**src/rtl/sme_driver_pkg.sv**
```systemverilog
// sme_driver_pkg: FSM encoding and buffer-depth defaults shared by the driver and the matcher.
package sme_driver_pkg;
  typedef enum logic [2:0] {
    S_IDLE, S_SEND_STR, S_GAP, S_SEND_PAT, S_WAIT_VALID, S_DONE
  } state_t;
  localparam int STR_MAX_DEF = 32;
  localparam int PAT_MAX_DEF = 8;
  function automatic int max2(input int a, input int b);
    return a > b ? a : b;
  endfunction
endpackage

```
**src/rtl/sme_char_buf.sv**
```systemverilog
// sme_char_buf: depth x 8 char buffer with length counter, clear, drop-on-full flag and indexed read.
module sme_char_buf #(
  parameter  int DEPTH = 8,
  localparam int LW    = $clog2(DEPTH + 1),
  localparam int AW    = $clog2(DEPTH)
) (
  input  logic          i_clk,
  input  logic          i_rst_n,
  input  logic          i_wr_en,
  input  logic          i_clr,
  input  logic [7:0]    i_wr_data,
  input  logic [AW-1:0] i_rd_idx,
  output logic [7:0]    o_rd_data,
  output logic [LW-1:0] o_len,
  output logic          o_drop
);
  logic [7:0]    r_mem [DEPTH];
  logic [LW-1:0] r_len;
  logic          w_full;
  logic          w_wr;
  assign w_full    = r_len == LW'(DEPTH);
  assign w_wr      = i_wr_en && !i_clr && !w_full;
  assign o_drop    = i_wr_en && !i_clr && w_full;
  assign o_rd_data = r_mem[i_rd_idx];
  assign o_len     = r_len;
  always_ff @(posedge i_clk or negedge i_rst_n)
    if (!i_rst_n) r_len <= '0;
    else if (i_clr) r_len <= '0;
    else if (w_wr) r_len <= r_len + 1'b1;
  // Contents are left unreset; only the length defines what is valid.
  always_ff @(posedge i_clk)
    if (w_wr) r_mem[r_len[AW-1:0]] <= i_wr_data;
endmodule

```
**src/rtl/sme_driver.sv**
```systemverilog
// sme_driver: buffers a string and a pattern, frames them onto the matcher's char interface
// and captures the matcher's result (or a timeout).
module sme_driver
  import sme_driver_pkg::*;
#(
  parameter int STR_MAX = STR_MAX_DEF,
  parameter int PAT_MAX = PAT_MAX_DEF,
  parameter int GAP     = 1,
  parameter int TMO     = 255
) (
  input  logic       i_clk,
  input  logic       i_rst_n,
  input  logic       i_wr_en,
  input  logic       i_wr_sel,
  input  logic [7:0] i_wr_data,
  input  logic       i_wr_clr,
  input  logic       i_start,
  input  logic       i_send_str,
  output logic [7:0] o_chardata,
  output logic       o_isstring,
  output logic       o_ispattern,
  input  logic       i_valid,
  input  logic       i_match,
  input  logic [4:0] i_match_index,
  output logic       o_busy,
  output logic       o_res_valid,
  output logic       o_res_match,
  output logic [4:0] o_res_index,
  output logic       o_res_timeout,
  output logic       o_ovf
);
  localparam int SLW = $clog2(STR_MAX + 1);
  localparam int PLW = $clog2(PAT_MAX + 1);
  localparam int SAW = $clog2(STR_MAX);
  localparam int PAW = $clog2(PAT_MAX);
  localparam int IW  = max2(SLW, max2(PLW, $clog2(GAP + 1)));
  localparam int TW  = $clog2(TMO + 1);
  state_t          r_state, w_nxt;
  logic [IW-1:0]   r_idx, w_idx_nxt;
  logic [TW-1:0]   r_tmo;
  logic [SLW-1:0]  w_str_len;
  logic [PLW-1:0]  w_pat_len;
  logic [7:0]      w_str_rd, w_pat_rd;
  logic            w_accept, w_load, w_str_drop, w_pat_drop;
  logic            w_str_last, w_gap_last, w_pat_last, w_tmo_hit;
  logic [7:0]      r_chardata;
  logic            r_isstring, r_ispattern, r_busy, r_res_valid, r_res_match, r_res_timeout, r_ovf;
  logic [4:0]      r_res_index;
  assign w_accept   = i_start && r_state == S_IDLE && w_pat_len != '0 && (!i_send_str || w_str_len != '0);
  assign w_load     = r_state == S_IDLE && !w_accept;
  assign w_str_last = (r_idx + 1'b1) == IW'(w_str_len);
  assign w_pat_last = (r_idx + 1'b1) == IW'(w_pat_len);
  assign w_gap_last = r_idx == IW'(GAP - 1);
  assign w_tmo_hit  = r_tmo == TW'(TMO);
  sme_char_buf #(.DEPTH(STR_MAX)) u_str (
    .i_clk(i_clk), .i_rst_n(i_rst_n),
    .i_wr_en(w_load && i_wr_en && !i_wr_sel), .i_clr(w_load && i_wr_clr && !i_wr_sel),
    .i_wr_data(i_wr_data), .i_rd_idx(w_idx_nxt[SAW-1:0]),
    .o_rd_data(w_str_rd), .o_len(w_str_len), .o_drop(w_str_drop)
  );
  sme_char_buf #(.DEPTH(PAT_MAX)) u_pat (
    .i_clk(i_clk), .i_rst_n(i_rst_n),
    .i_wr_en(w_load && i_wr_en && i_wr_sel), .i_clr(w_load && i_wr_clr && i_wr_sel),
    .i_wr_data(i_wr_data), .i_rd_idx(w_idx_nxt[PAW-1:0]),
    .o_rd_data(w_pat_rd), .o_len(w_pat_len), .o_drop(w_pat_drop)
  );
  always_ff @(posedge i_clk or negedge i_rst_n)
    if (!i_rst_n) begin
      r_state <= S_IDLE;
      r_idx   <= '0;
      r_tmo   <= '0;
    end else begin
      r_state <= w_nxt;
      r_idx   <= w_idx_nxt;
      r_tmo   <= r_state != S_WAIT_VALID ? '0 : w_tmo_hit ? r_tmo : r_tmo + 1'b1;
    end
  always_comb begin
    w_nxt     = r_state;
    w_idx_nxt = r_idx;
    case (r_state)
      S_IDLE: begin
        w_nxt     = !w_accept ? S_IDLE : i_send_str ? S_SEND_STR : S_SEND_PAT;
        w_idx_nxt = '0;
      end
      S_SEND_STR: begin
        w_nxt     = w_str_last ? S_GAP : S_SEND_STR;
        w_idx_nxt = w_str_last ? '0 : r_idx + 1'b1;
      end
      S_GAP: begin
        w_nxt     = w_gap_last ? S_SEND_PAT : S_GAP;
        w_idx_nxt = w_gap_last ? '0 : r_idx + 1'b1;
      end
      S_SEND_PAT: begin
        w_nxt     = w_pat_last ? S_WAIT_VALID : S_SEND_PAT;
        w_idx_nxt = w_pat_last ? '0 : r_idx + 1'b1;
      end
      S_WAIT_VALID: w_nxt = (i_valid || w_tmo_hit) ? S_DONE : S_WAIT_VALID;
      default:      w_nxt = S_IDLE;
    endcase
  end
  // Outputs are registered from the next state so framing lines up with the state it describes.
  always_ff @(posedge i_clk or negedge i_rst_n)
    if (!i_rst_n) begin
      r_chardata    <= '0;
      r_isstring    <= 1'b0;
      r_ispattern   <= 1'b0;
      r_busy        <= 1'b0;
      r_res_valid   <= 1'b0;
      r_res_match   <= 1'b0;
      r_res_index   <= '0;
      r_res_timeout <= 1'b0;
      r_ovf         <= 1'b0;
    end else begin
      r_isstring  <= w_nxt == S_SEND_STR;
      r_ispattern <= w_nxt == S_SEND_PAT;
      r_chardata  <= w_nxt == S_SEND_STR ? w_str_rd : w_nxt == S_SEND_PAT ? w_pat_rd : '0;
      r_busy      <= w_nxt != S_IDLE && w_nxt != S_DONE;
      r_res_valid <= w_nxt == S_DONE;
      r_ovf       <= (w_load && i_wr_clr) ? 1'b0 : (w_str_drop || w_pat_drop) ? 1'b1 : r_ovf;
      if (r_state == S_WAIT_VALID && w_nxt == S_DONE) begin
        r_res_match   <= i_valid && i_match;
        r_res_index   <= i_valid ? i_match_index : '0;
        r_res_timeout <= !i_valid;
      end
    end
  assign o_chardata    = r_chardata;
  assign o_isstring    = r_isstring;
  assign o_ispattern   = r_ispattern;
  assign o_busy        = r_busy;
  assign o_res_valid   = r_res_valid;
  assign o_res_match   = r_res_match;
  assign o_res_index   = r_res_index;
  assign o_res_timeout = r_res_timeout;
  assign o_ovf         = r_ovf;
endmodule

```
**config.mk**
```make
export PLATFORM = sky130hd
export DESIGN_NAME = sme_driver
export DESIGN_NICKNAME = d
export VERILOG_FILES = /design/src/rtl/sme_driver_pkg.sv /design/src/rtl/sme_char_buf.sv /design/src/rtl/sme_driver.sv
export SDC_FILE = /design/constraint.sdc
export NUM_CORES = 1
export LEC_CHECK = 0
export BUFFER_PORTS_ARGS = -buffer_cell sky130_fd_sc_hd__buf_4
export CAP_MARGIN = 20
export CORE_MARGIN = 5
export CORE_UTILIZATION = 55
export CTS_CLUSTER_DIAMETER = 150
export CTS_CLUSTER_SIZE = 40
export DETAILED_ROUTE_END_ITERATION = 8
export GPL_ROUTABILITY_DRIVEN = 0
export PLACE_DENSITY_LB_ADDON = 0.1
export SKIP_LAST_GASP = 1
export SYNTH_ARGS = -nofsm -noshare
export SYNTH_HDL_FRONTEND = slang
export SYNTH_SLANG_ARGS = --single-unit
```
**constraint.sdc**
```tcl
create_clock -name i_clk -period 3.6 [get_ports i_clk]
set_input_delay 0.54 -clock i_clk [delete_from_list [all_inputs] [get_ports i_clk]]
set_output_delay 0.54 -clock i_clk [all_outputs]
set_load 0.02 [all_outputs]
```
After elaboration in Yosys (flattened, before gate mapping)
Memories as Yosys holds them, arrays and structs flattened.
Cells that the tools add are included.
{"block": "classes", "add_sub_neg": 4, "muxes": 26, "n_reduce_logical": 39, "eq_ne": 15}
{"op": "$mux 8", "n": 4}
{"op": "$mux 6", "n": 5}
{"op": "$pmux 6 s4", "n": 1}
{"op": "$logic_and 1x1->1", "n": 19}
{"op": "$pmux 3 s5", "n": 1}
{"op": "$add 6x1->6 const B", "n": 2}
{"op": "$eq 3x2->1 const B", "n": 3}
{"op": "$add 8x1->8 const B", "n": 1}
{"op": "$eq 8x8->1 const B", "n": 1}
{"op": "$logic_not 1->1", "n": 8}
{"op": "$mux 1", "n": 8}
{"op": "$mux 4", "n": 2}
{"op": "$reduce_bool 4->1", "n": 2}
{"op": "$eq 3x1->1 const B", "n": 2}
{"op": "$eq 3x3->1 const B", "n": 2}
{"op": "$eq 6x4->1", "n": 1}
{"op": "$eq 6x6->1", "n": 1}
{"op": "$eq 6x6->1 const B", "n": 1}
{"op": "$logic_not 6->1", "n": 1}
{"op": "$mux 2", "n": 3}
{"op": "$ne 3x3->1 const B", "n": 2}
{"op": "$reduce_bool 2->1", "n": 3}
{"op": "$reduce_bool 6->1", "n": 1}
{"op": "$mux 5", "n": 1}
{"op": "other kinds (7)", "n": 9}
{"block": "word_totals", "output_inout_bits": 20, "mem_bits_rw": 320, "memories": 2, "ff_bits": 47}
{"memory": "u_str.r_mem", "words": 32, "word_bits": 8, "rd": 1, "rd_ports_with_merged_regs": 0, "wr": 1, "line": "sme_char_buf.sv:17", "text": "logic [7:0] r_mem [DEPTH];"}
{"memory": "u_pat.r_mem", "words": 8, "word_bits": 8, "rd": 1, "rd_ports_with_merged_regs": 0, "wr": 1, "line": "sme_char_buf.sv:17"}

Depth between registers and ports, before layout
{"block": "depth", "depth_word": 14, "ltp_mapped": 19, "depth_no_buf": 13}

Modules after synthesis
A second synthesis with hierarchy kept.
{"block": "unflattened", "hier_cells": 785, "hier_area_um2": 15114.5}
{"mod": "sme_char_buf (u_str)", "n_inst": 1, "seq_area_each_um2": 7837.5, "area_each_um2": 10254.8, "cells_each": 446}
{"mod": "sme_char_buf (u_pat)", "n_inst": 1, "seq_area_each_um2": 2021.9, "area_each_um2": 2768.9, "cells_each": 130}
{"mod": "sme_driver", "n_inst": 1, "seq_area_each_um2": 925.9, "area_each_um2": 2090.8, "cells_each": 209}

Least setup slack after synthesis
No wires, ideal clock.
{"block": "synth_timing", "path_kind": "reg2reg", "startpoint": "reg r_idx[0]", "endpoint": "reg r_chardata[2], in the netlist o_chardata[2]", "slack_ps": -171, "path_stages_with_launch": 19, "setup_ps": 142, "t_required_ps": 3458, "period_less_slack_ps": 3771, "arrival_ps": 3629, "path_cell_list": "dfrtp_1 > buf_4 > inv_1 > clkbuf_1 > clkbuf_1 > ha_1 > xor2_1 > nor2_1 > a41oi_1 > a211o_1 > a32oi_4 > inv_2 > buf_6 > buf_6 > buf_6 > a211oi_1 > a31oi_1 > a31oi_1 > o311ai_1"}
{"block": "synth_between", "elab_chain_len": 7, "word_cells_on_any_way": 18, "cone_classes": "add/sub (1); eq/ne (4); mux (10); reduce/logical (1); memory (2)"}
{"item": "start: declaration", "line": "sme_driver.sv:39", "text": "logic [IW-1:0] r_idx, w_idx_nxt;"}
{"item": "start signal: assignment", "line": "sme_driver.sv:74", "text": "r_idx <= w_idx_nxt;"}
{"item": "branches (longest 6 deep; another with $mem_v2 32x8)"}
{"item": "$mux 8 (*)", "line": "sme_driver.sv:116", "text": "r_chardata <= w_nxt == S_SEND_STR ? w_str_rd : w_nxt == S_SEND_PAT ? w_pat_rd : '0;"}
{"item": "end signal: assignment", "line": "sme_driver.sv:116"}
{"item": "end: declaration", "line": "sme_driver.sv:46", "text": "logic [7:0] r_chardata;"}
Mark *: on every way between the ends.
A chain may end at the register's enable or synchronous reset.

Final worst setup path
{"block": "layout_timing", "startpoint": "reg r_idx[0]", "endpoint": "reg r_chardata[1], in the netlist o_chardata[1]"}
Same word-level chain as after synthesis.

==> metrics.csv <==
stage,metric,value,unit
run_status,status,"complete, no violations",
detailed_routing,finalWirelength,40790,µm
place,port_buffers,41,
sta,fmax,0.2842,GHz
logic_synthesis,syn_inst,1242,
sta,hold_ws,31.53,ps
clock_network,clk_latency,520,ps
worst_setup_path,setup.worst_path.end_class,flop,
clock_network,clk_path_buf_depth,3,
cells_and_area,post-route-util,0.6273,
sta,rsz0062_at_grt,true,
sta,tightest_slew,989.9,ps
cells_and_area,nFillCells,2299,
floorplan,dieHeight,181.9,µm
detailed_routing,drt-pass1-iter-count,6,
detailed_routing,wl_per_cell,23.11,µm
logic_synthesis,yosys.area.top_type,edfxtp_1,
worst_setup_path,worst-setup-path-type,flop to flop,
grt,overflow,0,
power_and_ir_drop,ir_drop,366.4,µV
worst_setup_path,r2r_slack,80,ps
cells_and_area,nNetsFinal,1400,
sta,post-route-min-period,3519,ps
worst_setup_path,cp-start-kind,flop,
sta,fin_skew,51.91,ps
power_and_ir_drop,power,6630,µW
detailed_routing,viasPerCell,6.236,
clock_network,cts_inserted_buffers,13,
worst_setup_path,slowest_stage,dfrtp_1,
cells_and_area,diodes,0,
worst_setup_path,critPathLaunch,r_idx[0],
logic_synthesis,yosys_warnings,0,
grt,antenna_found_initial,1,
logic_synthesis,async_reset_ff_frac,0.1281,
flow_run,drv_cap,0,
logic_synthesis,syn_nets,1273,
logic_synthesis,syn_area,16250,µm²
sta,hold_viol_final,0,
hold_path,hold_path.class,input port to async pin,
sta,period_share,0.9774,
logic_synthesis,synth_edf_count,320,
detailed_routing,drc,0,
place,dp_slack,-185.3,ps
clock_network,cts_htree_levels,1,
worst_setup_path,crit_buf_inv,4,
logic_synthesis,synth_ff_type,edfxtp_1,
worst_setup_path,cpPeakStageDelay,420,ps
logic_synthesis,synth.avg_cell_area,13.08,µm²
grt,grt_max_degree,50,
floorplan,die_area,33080,µm²
logic_synthesis,synthDistinctLibCells,71,
place,dp_hpwl,27100,µm
detailed_routing,drt-initial-drc-count,1250,
sta,drv_slew,0,
floorplan,fp.coreArea,29400,µm²
cells_and_area,area_growth,13.50,%
logic_synthesis,ys_seq_area_frac,0.6637,
sta,layout_setup_ws,81.33,ps
floorplan,rows,63,
logic_synthesis,synth_most_common_cell,edfxtp_1,
clock_network,clock-sinks,367,
floorplan,die_w,181.9,µm
sta,slew_headroom,0.3344,
power_and_ir_drop,leakage,0.006413,µW
cells_and_area,drive_above_1_share,0.1847,
clock_network,tritoncts,yes,
logic_synthesis,synth-seq-cells,367,
detailed_routing,vias,11010,
detailed_routing,final_antenna_net_count,0,
clock_network,cts_hold_buf,0,
grt,grt_usage,0.2406,
worst_setup_path,r2r_start,r_idx[0],
logic_synthesis,synth_common_cells,"320 x edfxtp_1, 142 x nand2_1, 83 x nor2_1",
floorplan,pin_count,42,
power_and_ir_drop,p_per_area,359.5,nW/µm²
worst_setup_path,worstPathArrival,3910,ps
clock_network,root_buffer,clkbuf_16,
worst_setup_path,crit_path_max_fanout,18,
clock_network,path_clk_slew,140,ps
logic_synthesis,synth_top_area_frac,0.5913,
worst_setup_path,crit_required,3990,ps
grt,grt_pass1_wl,61980,µm
logic_synthesis,synth_area_leaders,"edfxtp_1 59%, dfrtp_1 7.2%, mux2i_1 4.0%, nand2_1 3.3%, nor2_1 1.9%",
sta,setup_viol,0,
grt,grt_pass1_vias,10450,
worst_setup_path,path_cells,buf_4 -> and3_1 -> xnor3_1 -> o31ai_2 -> buf_4 -> and2_1 -> buf_6 -> nand3_1 -> o311ai_2 -> buf_6 -> o21ai_0 -> and3_1 -> a22oi_2 -> o311ai_1,
worst_setup_path,critPathTopFamily,compound AO/OA/AOI/OAI gates,
sta,fin_tns_setup,0,ps
floorplan,initial_core_util,0.5527,
through the flow:
step,std cells,instance area (µm²)
6_report,1765,18440
5_1_grt,1765,18440
4_1_cts,1759,18290
3_5_place_dp,1734,17850
3_3_place_gp,1734,17850
2_1_floorplan,1242,16250
report_power, final:
group / switching (µW) / internal [µW] / leakage (µW)
registers: 0.462 / 4620 / 0.00348
logic: 78.2 / 16.2 / 0.00275
clock network: 1210 / 708 / 0.000180
total: 1290 / 5340 / 0.00641
layer usage:
metal  track usage  up-vias  share of wire
met5             0        -              0
met4       0.04053        0          0.016
met3       0.03626       46          0.079
met2        0.3743      444           0.46
met1        0.3697     5480           0.45
li1              -     5037              -
area by class of cell:
cell class,instances,area (µm²),share of cell area
Sequential cell,367,10790,0.5848
Multi-Input combinational cell,765,5075,0.2752
Timing Repair Buffer,189,1590,0.08622
Tap cell,390,488.0,0.02646
Clock buffer,20,351.6,0.01906
Inverter,33,123.9,0.006716
Clock inverter,1,30.03,0.001628
cells by family (layout without fill, tap and decap cells):
logic type,after synthesis,count (layout),share of synthesized area
simple gates,368,368,0.1052
flops,367,367,0.6637
compound gates,286,286,0.1293
buf+inv,110,243,0.03095
mux,80,80,0.05043
xor+xnor,22,22,0.01355
fa+ha+maj,9,9,0.006930
sequential cells by signal (all words and copies together) (netlist names):
name / flops
u_str.r_mem: 256
u_pat.r_mem: 64
o_chardata: 8
r_tmo: 8
r_idx: 6
u_str.o_len: 6
o_res_index: 5
u_pat.o_len: 4
r_state: 3
o_busy: 1
o_ispattern: 1
o_isstring: 1
o_ovf: 1
o_res_match: 1
o_res_timeout: 1
o_res_valid: 1
cells in the final DEF, fill, tap and decap left out, types with 7 or more instances in the layout:
cell / count
a211oi_1: 9
a21oi_1: 46
a221o_1: 14
a221oi_1: 14
a22o_1: 21
a311o_1: 14
a31oi_1: 39
a32oi_1: 8
and2_1: 11
and3_1: 23
buf_12: 13
buf_4: 172
clkbuf_1: 7
clkbuf_16: 13
dfrtp_1: 47
edfxtp_1: 320
ha_1: 8
inv_1: 29
mux2_2: 15
mux2i_1: 65
nand2_1: 139
nand3_1: 36
nand4_1: 8
nor2_1: 81
nor3_1: 23
o21a_1: 9
o21ai_0: 26
o221ai_1: 21
o22ai_1: 13
o311ai_0: 7
o311ai_1: 7
xnor2_1: 8
xor2_1: 11
timing repair:
item / in CTS / in global routing
pin swaps: 1 / 1
hold endpoints to repair: 0 / 0
setup buffers: 4 / 5
gates cloned: 0 / 1
resized for setup: 2 / 26
endpoints found under the setup margin: 7 / 132
worst register-to-register path: cells and delay by family, from the launching register on:
kind / cells / cell delay, ps
buf+inv: 4 / 770
xor+xnor: 1 / 350
simple gates: 4 / 820
flops: 1 / 420
compound gates: 5 / 1040
path summary, 6_finish.rpt:
kind	cells past startpoint	endpoint
worst max-delay path	14	o_chardata[1]
worst max register to register	14	o_chardata[1]
worst min register to register	2	o_res_timeout
min in group i_clk	2	o_ovf
worst min-delay path	1	o_ispattern
max in group asynchronous	1	o_chardata[7]
Note: power is estimated with default switching activity, not from simulation.
